[src/rtl/imem_loader.sv]
// Byte-stream program loader: assembles big-endian words and writes them to imem while holding the CPU in reset.
// Define IMEM_LOADER_CHECKSUM_EN to require a trailing mod-256 checksum byte and enable the error output.
module imem_loader #(
  parameter int DEPTH_LOG2 = 6
) (
  input  logic                  clk,
  input  logic                  reset,
  input  logic                  start,
  input  logic [DEPTH_LOG2:0]   word_count,
  input  logic                  in_valid,
  input  logic [7:0]            in_data,
  output logic                  in_ready,
  output logic                  we,
  output logic [DEPTH_LOG2-1:0] waddr,
  output logic [31:0]           wdata,
  output logic                  cpu_reset,
  output logic                  busy,
  output logic                  done,
  output logic                  error
);

  localparam logic [DEPTH_LOG2:0]   MAX_COUNT = {1'b1, {DEPTH_LOG2{1'b0}}};
  localparam logic [DEPTH_LOG2:0]   CNT_ONE   = {{DEPTH_LOG2{1'b0}}, 1'b1};
  localparam logic [DEPTH_LOG2-1:0] IDX_ONE   = {{(DEPTH_LOG2-1){1'b0}}, 1'b1};

  typedef enum logic [2:0] {
    S_IDLE,
    S_RECV,
    S_WRITE,
    S_DONE,
    S_ERR
`ifdef IMEM_LOADER_CHECKSUM_EN
    , S_CHECK
`endif
  } state_e;

  state_e                state_q, state_d;
  logic [1:0]            byte_cnt_q, byte_cnt_d;
  logic [23:0]           asm_q, asm_d;
  logic [DEPTH_LOG2-1:0] idx_q, idx_d;
  logic [DEPTH_LOG2:0]   count_q, count_d;
  logic                  in_ready_q, in_ready_d;
  logic                  we_q, we_d;
  logic [DEPTH_LOG2-1:0] waddr_q, waddr_d;
  logic [31:0]           wdata_q, wdata_d;
  logic                  cpu_reset_q, cpu_reset_d;
  logic                  busy_q, busy_d;
  logic                  done_q, done_d;
`ifdef IMEM_LOADER_CHECKSUM_EN
  logic [7:0]            csum_q, csum_d;
  logic                  error_q, error_d;
`endif

  logic accept;
  logic last_word;

  assign accept    = in_valid & in_ready_q;
  assign last_word = ({1'b0, idx_q} == (count_q - CNT_ONE));

  // NOTE: every signal gets a default before the case so no path leaves it unassigned (no latches).
  always_comb begin
    state_d     = state_q;
    byte_cnt_d  = byte_cnt_q;
    asm_d       = asm_q;
    idx_d       = idx_q;
    count_d     = count_q;
    in_ready_d  = 1'b0;
    we_d        = 1'b0;
    waddr_d     = waddr_q;
    wdata_d     = wdata_q;
    cpu_reset_d = cpu_reset_q;
    busy_d      = busy_q;
    done_d      = done_q;
`ifdef IMEM_LOADER_CHECKSUM_EN
    csum_d      = csum_q;
    error_d     = error_q;
`endif

    case (state_q)
      S_IDLE, S_DONE, S_ERR: begin
        if (start && (word_count != '0)) begin
          state_d     = S_RECV;
          byte_cnt_d  = '0;
          idx_d       = '0;
          count_d     = (word_count > MAX_COUNT) ? MAX_COUNT : word_count;
          in_ready_d  = 1'b1;
          cpu_reset_d = 1'b1;
          busy_d      = 1'b1;
          done_d      = 1'b0;
`ifdef IMEM_LOADER_CHECKSUM_EN
          csum_d      = '0;
          error_d     = 1'b0;
`endif
        end
      end

      S_RECV: begin
        in_ready_d = 1'b1;
        if (accept) begin
          asm_d      = {asm_q[15:0], in_data};
          byte_cnt_d = byte_cnt_q + 2'd1;
`ifdef IMEM_LOADER_CHECKSUM_EN
          csum_d     = csum_q + in_data;
`endif
          // Earlier bytes sit higher in asm_q, so the first byte lands in the MSB.
          if (byte_cnt_q == 2'd3) begin
            state_d    = S_WRITE;
            in_ready_d = 1'b0;
            we_d       = 1'b1;
            waddr_d    = idx_q;
            wdata_d    = {asm_q, in_data};
          end
        end
      end

      S_WRITE: begin
        if (last_word) begin
`ifdef IMEM_LOADER_CHECKSUM_EN
          state_d     = S_CHECK;
          in_ready_d  = 1'b1;
`else
          state_d     = S_DONE;
          done_d      = 1'b1;
          busy_d      = 1'b0;
          cpu_reset_d = 1'b0;
`endif
        end else begin
          idx_d      = idx_q + IDX_ONE;
          state_d    = S_RECV;
          in_ready_d = 1'b1;
        end
      end

`ifdef IMEM_LOADER_CHECKSUM_EN
      S_CHECK: begin
        in_ready_d = 1'b1;
        if (accept) begin
          in_ready_d = 1'b0;
          busy_d     = 1'b0;
          if (in_data == csum_q) begin
            state_d     = S_DONE;
            done_d      = 1'b1;
            cpu_reset_d = 1'b0;
          end else begin
            state_d     = S_ERR;
            error_d     = 1'b1;
            cpu_reset_d = 1'b1;
          end
        end
      end
`endif

      default: state_d = S_IDLE;
    endcase
  end

  // NOTE: sequential state uses non-blocking assignments so all registers update from the same pre-edge values.
  always_ff @(posedge clk or negedge reset) begin
    if (!reset) begin
      state_q     <= S_IDLE;
      byte_cnt_q  <= '0;
      asm_q       <= '0;
      idx_q       <= '0;
      count_q     <= '0;
      in_ready_q  <= 1'b0;
      we_q        <= 1'b0;
      waddr_q     <= '0;
      wdata_q     <= '0;
      cpu_reset_q <= 1'b1;
      busy_q      <= 1'b0;
      done_q      <= 1'b0;
`ifdef IMEM_LOADER_CHECKSUM_EN
      csum_q      <= '0;
      error_q     <= 1'b0;
`endif
    end else begin
      state_q     <= state_d;
      byte_cnt_q  <= byte_cnt_d;
      asm_q       <= asm_d;
      idx_q       <= idx_d;
      count_q     <= count_d;
      in_ready_q  <= in_ready_d;
      we_q        <= we_d;
      waddr_q     <= waddr_d;
      wdata_q     <= wdata_d;
      cpu_reset_q <= cpu_reset_d;
      busy_q      <= busy_d;
      done_q      <= done_d;
`ifdef IMEM_LOADER_CHECKSUM_EN
      csum_q      <= csum_d;
      error_q     <= error_d;
`endif
    end
  end

  assign in_ready  = in_ready_q;
  assign we        = we_q;
  assign waddr     = waddr_q;
  assign wdata     = wdata_q;
  assign cpu_reset = cpu_reset_q;
  assign busy      = busy_q;
  assign done      = done_q;
`ifdef IMEM_LOADER_CHECKSUM_EN
  assign error     = error_q;
`else
  assign error     = 1'b0;
`endif

endmodule

[config.mk]
export PLATFORM = sky130hd
export DESIGN_NAME = imem_loader
export DESIGN_NICKNAME = d
export VERILOG_FILES = /design/src/rtl/imem_loader.sv
export SDC_FILE = /design/constraint.sdc
export NUM_CORES = 1
export LEC_CHECK = 0
export CORE_ASPECT_RATIO = 1.25
export CORE_MARGIN = 3
export CORE_UTILIZATION = 40
export DETAILED_ROUTE_END_ITERATION = 10
export HOLD_SLACK_MARGIN = 0.06
export PLACE_DENSITY = 0.65
export SETUP_SLACK_MARGIN = 0.2
export SLEW_MARGIN = 20
export SYNTH_ARGS = -nofsm -noshare
export SYNTH_HDL_FRONTEND = slang
export SYNTH_SLANG_ARGS = --single-unit
[constraint.sdc]
create_clock -name clk -period 3.8 [get_ports clk]
set_input_delay 0.76 -clock clk [delete_from_list [all_inputs] [get_ports clk]]
set_output_delay 0.76 -clock clk [all_outputs]
set_load 0.05 [all_outputs]
==> results of run 1 <==
-- power by group through the flow --
stage | sequential [mW] | combinational, mW | clock [mW]
floorplan | 2.04 | 0.769 | 0
global placement | 1.50 | 1.85 | 0
detailed placement | 1.52 | 1.88 | 0
CTS | 1.50 | 1.89 | 0.875
global route | 1.54 | 2.01 | 0.901
finish | 1.49 | 1.87 | 0.849
-- sequential cells by signal, indices dropped and copies added (netlist names), 2 cells and up --
| name | flops |
|---|---|
| wdata | 32 |
| asm_q | 24 |
| count_q | 7 |
| idx_q | 6 |
| waddr | 6 |
| byte_cnt_q | 2 |
| state_q | 2 |
-- layer usage --
layer,up-vias,track usage,routed length [um]
li1,1294,-,-
met3,9,0.03730,252
met5,-,0,0
met4,0,0.06256,149
met2,44,0.2350,3623
met1,1270,0.1867,3357
-- cells by family after synthesis --
logic type	synth area share
compound gates	0.07713
xor+xnor	0.006923
fa+ha+maj	0.01978
buf+inv	0.03032
flops	0.5541
mux	0.1229
other cells	0.0009878
simple gates	0.1879
-- per-stage QoR --
| step | util | worst slack [ps] |
|---|---|---|
| detailed placement | 0.4907 | 813.3 |
| floorplan | - | 1519 |
| global route | 0.5228 | 992.7 |
| global placement | 0.4907 | 847.6 |
| finish | 0.5228 | 1157 |
| CTS | 0.5224 | 1168 |
-- worst paths after layout --
path                               start        end  slack, ps  depth (start not counted)
min in group clk               asm_q[21]  asm_q[21]        470                          2
max reg2reg                   count_q[0]   idx_q[5]       1220                          8
max in group asynchronous          reset   wdata[2]       2840                          1
min reg2reg                    asm_q[21]  asm_q[21]        470                          2
min                                reset  asm_q[13]        460                          1
max                        word_count[3]   idx_q[5]       1160                          7
-- critical path: cells and delay by family --
kind / cells / cell delay [ps]
AOI/OAI and AO/OA: 4 / 890
and+or+nand+nor: 2 / 790
buffers and inverters: 1 / 420
-- cell usage in the layout, fill, tap and decap left out, drive strengths merged, types with 2 or more instances in the layout --
master	instances
a21o	2
a21oi	6
a22o	2
and2	4
buf	5
clkbuf	10
clkdlybuf4s50	60
clkinv	2
dfrtp	83
ha	6
inv	7
mux2	37
mux2i	5
nand2	93
nand2b	12
nand3	6
nand3b	2
nand4b	2
nor2	7
nor2b	4
nor3	3
nor4b	4
o211ai	2
o21a	2
o21ai	15
xnor2	2
-- cell type report --
cell class	instances	area [um^2]
inverter	7	26.28
clock buffer	10	239.0
clock inverter	4	51.30
sequential	84	2103
tap	123	153.9
multi-input combinational	237	1580
fill	844	4378
timing repair buffer	65	641.9
==> flow_summary.yaml, run 1 <==
clock_tree:
  cts.sink_count: 84
  cts-htree-levels: 3
  numCtsBuffers: 9
  postCtsSetupRepairBufs: 0
  tritoncts: "built"
  post_cts_resize_count: 0
  worst_skew_pair.late_latency_ps: 340
  cts-hold-fix-buffers: 0
  cts.reportedPaths.clkPinSlew_ps: 60
  cts.root.buffer_cell: "sky130_fd_sc_hd__clkbuf_16"
  clock_tree.buffer_depth: 2
synth:
  yosys.cell_count.top_type: "sky130_fd_sc_hd__nand2_1"
  netlist.top_cell.by_area: "sky130_fd_sc_hd__dfrtp_1"
  ys_ff_latch: 84
  yosysTopAreaCellShare: 0.5471
  avgSynthCellArea_um2: 11.00
  postSynth.topFlopCell: "sky130_fd_sc_hd__dfrtp_1"
  synth-warning-count: 0
  synth_area_leaders: "sky130_fd_sc_hd__dfrtp_1 (55%), sky130_fd_sc_hd__mux2_2 (11%), sky130_fd_sc_hd__nand2_1 (9.1%)"
  post_synth_top_cells: "sky130_fd_sc_hd__nand2_1 (92), sky130_fd_sc_hd__dfrtp_1 (83), sky130_fd_sc_hd__mux2_2 (37)"
  synth.yosys.seq_area_share: 0.5541
  post_synthesis_net_count: 370
  asyncSetResetFlopFracSynth: 1.000
  synth_area_mm2: 0.003796
  post_synth_num_cell_types: 57
  postSynthCellCount: 345
  synth_enable_flop_cells: 0
pwr:
  comb_power_share: 0.444
  cell_internal_pwr_mw: 2.465
  power_density_mw_per_mm2: 879.4
  totalPowerFinal_mw: 4.218
  pwr-share-seq: 0.354
  clock_power_share: 0.201
  power.switching_mw: 1.752
  static-leakage-power_nw: 2.248
  power_switching_share: 0.4155
  peakVddDrop_mv: 0.4863
cells_and_area:
  design.final.nets: 429
  final_area_mm2: 0.004796
  ratio_of_cells_with_drive_above_1_in_the_final_layout: 0.1695
  finish.cell_count_without_fillers: 530
  area.growth.synth_to_final_pct: 26.33
  antenna-diode-count: 0
routing:
  routed_wire_length_per_instance_um: 13.93
  detail-route-antenna-nets: 0
  detail_route.drc_violations: 0
  detail_route.wirelength_um: 7383
  detailed_route_vias_per_instance: 4.938
  drt-pass1-iter-count: 4
  route.vias.total: 2617
  initial_detailed_routing_violation_count: 107
global_routing:
  residual_overflow_from_global_routing: 0
  vias_in_the_first_global_route: 2545
  global_route_wire_length_before_repair_um: 12210
  grt_util_all_layers: 0.1457
  maximum_number_of_pins_on_one_net_before_global_route_repair: 85
  initial_antenna_violation_count: 0
floorplan:
  placeableCoreArea_mm2: 0.009174
  initial_core_util: 0.4138
  die_area_mm2: 0.01070
  die_h_um: 114.9
  row_count: 39
  die_extent_in_x_um: 93.14
  top_level_ports: 63
timing:
  final.setup_skew_ps: 9.776
  rsz0062_at_grt: "false"
  hold_viol: 0
  setup_tns_ps: 0
  setup-violations-final: 0
  worst_slew_margin: 0.5124
  finalWorstPathRequiredPeriod_ps: 2643
  achievable-frequency_ghz: 0.3784
  maxSlewViolCount: 0
  timing_worst_slew_pin_value_ps: 731.4
  fin_hold_ws_ps: 464.6
  timing.final.crit_share: 0.6955
critical_path:
  crit_required_ps: 4020
  timing.critical_path.arrival_ps: 2860
  cp_slowest_cell: "sky130_fd_sc_hd__or4_4"
  crit_path_cell_chain: "clkdlybuf4s50_1 > or4_4 > o21ai_4 > a21oi_2 > and4_1 > a21boi_0 > o221a_1"
  timing.critical_path.from_type: "input pin"
  timing.setup.critical_path_class: "input pin to flip-flop"
  crit_path_max_incr_delay_ps: 570
  end_kind: "flip-flop"
  timing.critical_path.fanout_max: 19
status:
  status: "completed"
run:
  max_cap_violations: 0
hold_path:
  min-delay-path-class: "input pin to asynchronous set/reset pin"
placement:
  dp.cells: 516
  io_buffers: 61
  detailed_place.area_mm2: 0.004502
  placed_wire_length_estimate_um: 5032
  globalplace.congestion: 0.7367
No activity file was read; power rests on OpenSTA's default activity.
==> run 2: changes to the inputs <==
- clock period: 3.8 -> 2.6 ns (I/O delays scaled with it)
==> flow_summary.yaml, run 2 (same netlist as run 1, synthesis figures left out) <==
global_routing:
  global_route_wire_length_before_repair_um: 12760
  vias_in_the_first_global_route: 2590
  residual_overflow_from_global_routing: 0
  maximum_number_of_pins_on_one_net_before_global_route_repair: 44
  initial_antenna_violation_count: 0
  grt_util_all_layers: 0.1537
timing:
  timing_worst_slew_pin_value_ps: 540.7
  achievable-frequency_ghz: 0.4503
  fin_hold_ws_ps: 156.0
  timing.final.crit_share: 0.8541
  hold_viol: 0
  setup_ws_ps: 379.4
  final.setup_skew_ps: 8.254
  setup-violations-final: 0
  setup_tns_ps: 0
  maxSlewViolCount: 0
  rsz0062_at_grt: "false"
  finalWorstPathRequiredPeriod_ps: 2221
  worst_slew_margin: 0.6384
pwr:
  static-leakage-power_nw: 2.312
  power_switching_share: 0.4217
  power_density_mw_per_mm2: 1265
  peakVddDrop_mv: 0.5684
  power.switching_mw: 2.617
  comb_power_share: 0.457
  cell_internal_pwr_mw: 3.589
  pwr-share-seq: 0.352
  clock_power_share: 0.190
routing:
  detail_route.drc_violations: 0
  initial_detailed_routing_violation_count: 126
  drt-pass1-iter-count: 4
  routed_wire_length_per_instance_um: 14.28
  route.vias.total: 2663
  detailed_route_vias_per_instance: 4.913
  detail-route-antenna-nets: 0
  detail_route.wirelength_um: 7740
critical_path:
  timing.critical_path.from_type: "flip-flop"
  timing.critical_path.arrival_ps: 2440
  rr_worst_depth: 9
  end_kind: "flip-flop"
  crit_required_ps: 2820
  timing.critical_path.fanout_max: 10
  timing.setup.critical_path_class: "flip-flop to flip-flop"
clock_tree:
  cts.root.buffer_cell: "sky130_fd_sc_hd__clkbuf_16"
  cts.sink_count: 84
  cts.reportedPaths.clkPinSlew_ps: 60
  tritoncts: "built"
  worst_skew_pair.late_latency_ps: 340
  clock_tree.buffer_depth: 2
  cts-htree-levels: 3
  cts-hold-fix-buffers: 0
  numCtsBuffers: 9
floorplan:
  die_h_um: 114.9
  row_count: 39
  die_extent_in_x_um: 93.14
  placeableCoreArea_mm2: 0.009174
  die_area_mm2: 0.01070
  initial_core_util: 0.4138
  top_level_ports: 63
cells_and_area:
  largest_register_ff_count: 32
  area.sequential_mm2: 0.002105
  nFillCells: 854
  ratio_of_cells_with_drive_above_1_in_the_final_layout: 0.1957
  area.growth.synth_to_final_pct: 29.24
  area_occupied_by_multi_input_gates_mm2: 0.001602
  layout.cells.most_common: "sky130_fd_sc_hd__nand2_1"
  design.final.nets: 439
  antenna-diode-count: 0
  commonest_non_fill_non_tap_cells_in_the_layout: "sky130_fd_sc_hd__nand2_1 (91), sky130_fd_sc_hd__dfrtp_1 (82), sky130_fd_sc_hd__clkdlybuf4s50_1 (60)"
placement:
  globalplace.congestion: 0.7388
  io_buffers: 61
  placed_wire_length_estimate_um: 5094
  pre_cts_ws_ps: 113.7
run:
  max_cap_violations: 0
status:
  status: "completed"
hold_path:
  min-delay-path-class: "input pin to asynchronous set/reset pin"
## run 2: changes by cell type in the layout (fill, tap and decap cells not counted), sizes merged
cell,change
buf,+10
inv,+1
clkbuf,+1
bufinv,-1
clkinv,+1
## run 2: worst max-delay path: stages, from the launching register on
cell,delay [ps]
sky130_fd_sc_hd__dfrtp_2,430
sky130_fd_sc_hd__inv_1,120
sky130_fd_sc_hd__ha_4,150
sky130_fd_sc_hd__nor4b_4,190
sky130_fd_sc_hd__mux2i_1,240
sky130_fd_sc_hd__o31ai_2,110
sky130_fd_sc_hd__nor4b_4,350
sky130_fd_sc_hd__buf_6,190
sky130_fd_sc_hd__nand2_2,70
sky130_fd_sc_hd__a22o_1,250
## run 2: what timing repair did
action,CTS,global route
gates resized for setup,0,5
buffers inserted,1,2
pin swaps,1,2
endpoints found under the setup margin,1,8
## run 2: area by class of cell
class | instances | share of cell area
Tap cell | 123 | 0.03137
Inverter | 7 | 0.005356
Sequential cell | 84 | 0.4290
Clock buffer | 11 | 0.04948
Multi-Input combinational cell | 237 | 0.3264
Timing Repair Buffer | 75 | 0.1512
Clock inverter | 5 | 0.007141
## run 2: path summary, 6_finish.rpt
kind | from | slack (ps) | to
worst min-delay path | reset | 160 | wdata[29]
worst max-delay path | count_q[0] | 380 | busy
worst max register to register | count_q[0] | 380 | busy
worst min register to register | asm_q[22] | 470 | asm_q[22]
min in group clk | asm_q[22] | 470 | asm_q[22]
max in group asynchronous | reset | 1750 | cpu_reset
## run 2: metal layers
metal	GRT usage	vias to the layer above	wire (um)
li1	-	1317	-
met1	0.1966	1291	3472
met5	0	-	0
met3	0.04254	10	336
met2	0.2417	45	3784
met4	0.07429	0	146
## run 2: power by group through the flow
stage	Sequential, mW	Combinational [mW]	Clock, mW
floorplan	2.99	1.12	0
global placement	2.18	2.75	0
detailed placement	2.20	2.80	0
CTS	2.18	2.82	1.21
global route	2.26	3.06	1.27
finish	2.19	2.84	1.18
## run 2: stage by stage
step                      power, mW  instance area [um^2]  utilization  cells
after floorplan               4.112                  3796            -    345
after global placement        4.932                  4579       0.4992    523
after detailed placement      5.006                  4579       0.4992    523
after CTS                     6.214                  4865       0.5303    540
after global routing          6.593                  4906       0.5348    542
final                         6.207                  4906       0.5348    542
